--- src/rtl/core_reset_sequencer.sv ---
// core_reset_sequencer
//   Turns the board reset pin into the ordered reset release for the processor core.
//   The sequence is:
//     1. Synchronise reset deassertion.
//     2. Hold the core in reset for a fixed settle time.
//     3. Walk the register-file clear port once over every entry.
//     4. Release the core into RUN.
//   A retired halt instruction parks the core in HALTED. A soft-reset pulse restarts the
//   sequence from the hold phase without touching the pin. run_cycles counts cycles spent
//   in RUN and saturates at all-ones.
//
// Ports
//   clk           in   1       system clock, rising edge
//   rst           in   1       asynchronous active-low reset
//   halt_req      in   1       halt instruction retired (honoured in RUN only)
//   soft_rst_req  in   1       one-cycle pulse, restart from the hold phase
//   core_rst      out  1       active-high core reset, low only in RUN and HALTED
//   rf_clr_we     out  1       register-file clear write enable
//   rf_clr_addr   out  ADDR_W  register-file clear address
//   run           out  1       core may fetch/execute
//   halted        out  1       core is halted
//   run_cycles    out  CNT_W   cycles spent in RUN since the last (soft) reset
module core_reset_sequencer #(
  parameter int SYNC_STAGES = 2,
  parameter int HOLD_CYCLES = 4,
  parameter int REG_COUNT   = 8,
  parameter int ADDR_W      = 3,
  parameter int CNT_W       = 16
) (
  input  logic              clk,
  input  logic              rst,
  input  logic              halt_req,
  input  logic              soft_rst_req,
  output logic              core_rst,
  output logic              rf_clr_we,
  output logic [ADDR_W-1:0] rf_clr_addr,
  output logic              run,
  output logic              halted,
  output logic [CNT_W-1:0]  run_cycles
);

  localparam int HOLD_W = (HOLD_CYCLES > 1) ? $clog2(HOLD_CYCLES) : 1;
  localparam logic [HOLD_W-1:0] HOLD_LAST = HOLD_W'(HOLD_CYCLES - 1);
  localparam logic [ADDR_W-1:0] ADDR_LAST = ADDR_W'(REG_COUNT - 1);

  typedef enum logic [2:0] {
    S_RESET,
    S_HOLD,
    S_INIT,
    S_RUN,
    S_HALTED
  } state_t;

  state_t                 state;
  logic [HOLD_W-1:0]      hold_cnt;
  logic [SYNC_STAGES-1:0] sync_p0;
  logic                   rst_sync;

  function automatic logic [CNT_W-1:0] sat_inc(input logic [CNT_W-1:0] v);
    return (&v) ? v : v + CNT_W'(1);
  endfunction

  // Reset synchroniser: assertion is immediate, release ripples through the chain.
  always_ff @(posedge clk or negedge rst) begin
    if (!rst) begin
      sync_p0 <= '0;
    end else begin
      sync_p0 <= {sync_p0[SYNC_STAGES-2:0], 1'b1};
    end
  end

  assign rst_sync = sync_p0[SYNC_STAGES-1];

  // Sequencer: every output is registered alongside the state it belongs to.
  always_ff @(posedge clk or negedge rst) begin
    if (!rst) begin
      state       <= S_RESET;
      hold_cnt    <= '0;
      rf_clr_addr <= '0;
      run_cycles  <= '0;
      core_rst    <= 1'b1;
      rf_clr_we   <= 1'b0;
      run         <= 1'b0;
      halted      <= 1'b0;
    end else if (state == S_RESET) begin
      // Soft reset and halt are meaningless until the pin release has been synchronised.
      if (rst_sync) begin
        state    <= S_HOLD;
        hold_cnt <= '0;
      end
    end else if (soft_rst_req) begin
      // Soft reset outranks a simultaneous halt request.
      state       <= S_HOLD;
      hold_cnt    <= '0;
      rf_clr_addr <= '0;
      run_cycles  <= '0;
      core_rst    <= 1'b1;
      rf_clr_we   <= 1'b0;
      run         <= 1'b0;
      halted      <= 1'b0;
    end else begin
      case (state)
        S_HOLD: begin
          hold_cnt <= hold_cnt + 1'b1;
          if (hold_cnt == HOLD_LAST) begin
            state       <= S_INIT;
            rf_clr_addr <= '0;
            rf_clr_we   <= 1'b1;
          end
        end
        S_INIT: begin
          if (rf_clr_addr == ADDR_LAST) begin
            state       <= S_RUN;
            rf_clr_addr <= '0;
            rf_clr_we   <= 1'b0;
            core_rst    <= 1'b0;
            run         <= 1'b1;
          end else begin
            rf_clr_addr <= rf_clr_addr + 1'b1;
          end
        end
        S_RUN: begin
          // The edge that leaves RUN for HALTED is still a RUN cycle and is counted.
          run_cycles <= sat_inc(run_cycles);
          if (halt_req) begin
            state  <= S_HALTED;
            run    <= 1'b0;
            halted <= 1'b1;
          end
        end
        S_HALTED: begin
          // Parked until a soft reset or pin reset.
        end
        default: begin
          state <= S_RESET;
        end
      endcase
    end
  end

endmodule

--- config.mk ---
export PLATFORM = sky130hd
export DESIGN_NAME = core_reset_sequencer
export DESIGN_NICKNAME = d
export VERILOG_FILES = /design/src/rtl/core_reset_sequencer.sv
export SDC_FILE = /design/constraint.sdc
export NUM_CORES = 1
export LEC_CHECK = 0
export CORE_ASPECT_RATIO = 1.4
export CORE_UTILIZATION = 45
export DETAILED_ROUTE_END_ITERATION = 16
export PLACE_DENSITY_LB_ADDON = 0.12
export SLEW_MARGIN = 20
export SYNTH_ARGS = -nofsm -noshare
export SYNTH_HDL_FRONTEND = slang
export SYNTH_SLANG_ARGS = --single-unit
--- constraint.sdc ---
create_clock -name clk -period 2.5 [get_ports clk]
set_input_delay 0.5 -clock clk [delete_from_list [all_inputs] [get_ports clk]]
set_output_delay 0.5 -clock clk [all_outputs]
set_load 0.05 [all_outputs]
==> flow_summary.json <==
{
  "drive_gt1_share_pct": 13.9,
  "core-area_um2": 3680,
  "ios": 27,
  "rr_worst_depth": 5,
  "synth_seq_cells": 30,
  "r2r-start": "run_cycles[0]$_DFFE_PN0P_",
  "dp_slack_ns": 0.179,
  "cp-start-kind": "register",
  "cts_tree": "done",
  "finalClockSkew_ns": 0.00427,
  "finalSetupViolCount": 0,
  "min_period_ns": 2.25,
  "timing.setup.tns_ns": 0,
  "fmax_ghz": 0.444,
  "crit_end": "run_cycles[8]$_DFFE_PN0P_",
  "die_area_um2": 4140,
  "syn_area_per_cell_um2": 9.65,
  "place_congestion": 0.827,
  "cts-resized-gates": 0,
  "critPathArrivalTime_ns": 2.47,
  "die_x_um": 54.7,
  "grt_pass1_wl_mm": 6.93,
  "critPathLaunch": "run_cycles[0]$_DFFE_PN0P_",
  "fin_crit_sh_pct": 90.1,
  "tightestPinTransition_ns": 0.551,
  "synth.distinct_cells": 54,
  "hp-class": "reg -> reg",
  "p_leak_nw": 0.899,
  "first_pass_iters": 4,
  "synth_area_um2": 1750,
  "drcViolationCount": 0,
  "cts_root_buf": "clkbuf_8",
  "grt_max_degree": 31,
  "antenna_left": 0,
  "fillers": 341,
  "whs_ns": 0.349,
  "layout_setup_ws_ns": 0.248,
  "grt_pass1_vias": 1470,
  "crit_type": "reg -> reg",
  "viasPerCell": 6.23,
  "grt_overflow": 0,
  "powerDensity_nw_per_um2": 639,
  "vias": 1607,
  "slew_viol_final": 0,
  "use_met2_pct": 39.0,
  "synth_seq_area_share_pct": 43.1,
  "synth_cells": 181,
  "clock_path_buffers": 2,
  "first_iter_violations": 71,
  "use_met1_pct": 29.6,
  "required_ns": 2.72,
  "async_reset_ff_share_pct": 100,
  "syn2layout_area_growth_pct": 24.5,
  "maxSlewHeadroom_pct": 63.3,
  "crit_path_max_fanout": 14,
  "max_cap_violations": 0,
  "grt-busiest-layer": "met2",
  "cts_max_level": 2,
  "cts_hold_buf": 0,
  "hold_violations": 0,
  "num_rows": 26,
  "dp_hpwl_mm": 3.01,
  "numPortBuffers": 26,
  "path_clk_slew_ns": 0.07,
  "final_nets": 223,
  "vdd_drop_max_uv": 460,
  "clkLatencyLatePin_ns": 0.28,
  "post_cts_buffers": 0,
  "status": "finished, final reports clean",
  "rsz0062_at_grt": "no",
  "cts_buffers": 5,
  "antenna_cells": 0,
  "fin_util_pct": 59.2,
  "ff2ff_setup_slack_ns": 0.25,
  "grt_use_total_pct": 23.7,
  "ys_warn_count": 0,
  "drt-total-wl_mm": 4.36,
  "cts_sinks": 30,
  "antenna_found_initial": 0,
  "grt_use_met3_pct": 4.79,
  "timing.rr.end": "run_cycles[8]$_DFFE_PN0P_",
  "start_util_pct": 47.5,
  "synthesis.nets": 189,
  "end_kind": "register",
  "routedWlPerCell_um": 16.9,
  "die_h_um": 75.7,
  "synth_edf_count": 0,
  "yosys_most_used_dff": "dfrtp_1"
}
-- report_power, final --
group	switching [mW]	internal (mW)
clock network	0.183	0.193
registers	0.0588	0.529
logic	0.260	0.165
-- final cells by class --
type | instances | area, um^2 | area share [%]
inverters | 3 | 11.3 | 0.518
clock buffers | 6 | 72.6 | 3.34
repair buffers | 36 | 335 | 15.4
well taps | 42 | 52.6 | 2.42
clock inverters | 2 | 10.0 | 0.460
flip-flops and latches | 30 | 752 | 34.6
multi-input cells | 139 | 941 | 43.3
-- worst max-delay path, cell delays in order, from the launching register on --
cell and delay [ns]:
dfrtp_1 0.44, ha_1 0.29, nand2_1 0.18, nor4_4 0.46, a22o_1 0.55, a221o_2 0.26
-- metrics by stage --
| stage | total power [mW] | instance area [um^2] | instances |
|---|---|---|---|
| after global routing | 1.47 | 2170 | 258 |
| after detailed placement | 1.02 | 2090 | 250 |
| after global placement | 1.01 | 2090 | 250 |
| after floorplan | 0.877 | 1750 | 181 |
| final | 1.39 | 2170 | 258 |
| after CTS | 1.41 | 2170 | 258 |
-- sequential cells by signal, summed over array words and instances (netlist names) --
register	cells
sync_p0	2
rf_clr_we	1
core_rst	1
halted	1
state	3
rf_clr_addr	3
run_cycles	16
run	1
hold_cnt	2
-- routing by layer --
metal	vias to the layer above	part of all wire (%)
met3	6	3.2
met2	34	53
li1	760	-
met4	0	1.1
met5	-	0
met1	807	42
-- synthesized netlist by cell type, drive strengths merged, types with 2 or more instances --
cell / number / area, um^2
or3: 2 / 12.5
and2b: 2 / 17.5
a31oi: 4 / 25.0
buf: 3 / 20.0
nand4: 2 / 12.5
nor3b: 3 / 22.5
clkbuf: 6 / 22.5
o21a: 2 / 15.0
o211ai: 3 / 22.5
nand2: 12 / 45.0
or4: 3 / 26.3
or2: 2 / 12.5
nand2b: 3 / 18.8
nor2: 15 / 56.3
nor4: 5 / 46.3
nand3b: 3 / 22.5
a221o: 8 / 81.3
nand3: 8 / 65.1
nor3: 9 / 45.0
a22o: 5 / 43.8
o22ai: 2 / 12.5
ha: 4 / 50.1
dfrtp: 29 / 726
nor2b: 3 / 18.8
inv: 3 / 11.3
a21oi: 11 / 55.1
mux2: 2 / 22.5
o21ai: 9 / 48.8
-- cell usage in the layout, fill, tap and decap left out, types with 2 or more instances in the layout --
| cell | synthesis | layout |
|---|---|---|
| a31oi_1 | 4 | 4 |
| or2_2 | 2 | 2 |
| nand2_1 | 12 | 12 |
| nor3b_1 | 3 | 3 |
| a21oi_1 | 11 | 11 |
| nand3_4 | 2 | 2 |
| nor4_1 | 4 | 4 |
| clkdlybuf4s50_1 | 0 | 26 |
| o22ai_1 | 2 | 2 |
| o21a_1 | 2 | 2 |
| o211ai_1 | 3 | 3 |
| nand3_1 | 6 | 6 |
| mux2_2 | 2 | 2 |
| nor2_1 | 15 | 15 |
| buf_4 | 2 | 10 |
| nor2b_1 | 3 | 3 |
| or4_1 | 2 | 2 |
| nand2b_1 | 3 | 3 |
| or3_1 | 2 | 2 |
| o21ai_0 | 7 | 7 |
| nand4_1 | 2 | 2 |
| dfrtp_1 | 29 | 29 |
| a221o_1 | 7 | 7 |
| inv_1 | 3 | 3 |
| clkbuf_8 | 0 | 5 |
| nor3_1 | 9 | 9 |
| ha_1 | 4 | 4 |
| a22o_1 | 5 | 5 |
| clkinv_2 | 0 | 2 |
| nand3b_1 | 3 | 3 |
-- how the worst min path moves through the flow --
stage / slack [ns] / start / endpoint / depth (start not counted)
2_1_floorplan: 0.20 / rst / halted$_DFFE_PN0P_ / 0
3_3_place_gp: 0.34 / sync_p0[0]$_DFF_PN0_ / sync_p0[1]$_DFF_PN0_ / 0
3_5_place_dp: 0.34 / sync_p0[0]$_DFF_PN0_ / sync_p0[1]$_DFF_PN0_ / 0
4_1_cts: 0.35 / sync_p0[0]$_DFF_PN0_ / sync_p0[1]$_DFF_PN0_ / 0
5_1_grt: 0.36 / sync_p0[0]$_DFF_PN0_ / sync_p0[1]$_DFF_PN0_ / 0
6_report: 0.35 / sync_p0[0]$_DFF_PN0_ / sync_p0[1]$_DFF_PN0_ / 0
-- cell families (layout without fill, tap and decap cells) --
logic type,count (synthesis),count (layout),share of synthesized area [%]
muxes,3,3,1.86
AOI/OAI and AO/OA,54,54,22.3
other,1,1,0.215
DFF,30,30,43.1
and+or+nand+nor,76,76,26.1
adders and majority gates,4,4,2.87
buffers and inverters,12,47,3.08
xor gates and xnor gates,1,1,0.502
Note: power is estimated with default switching activity, not from simulation.
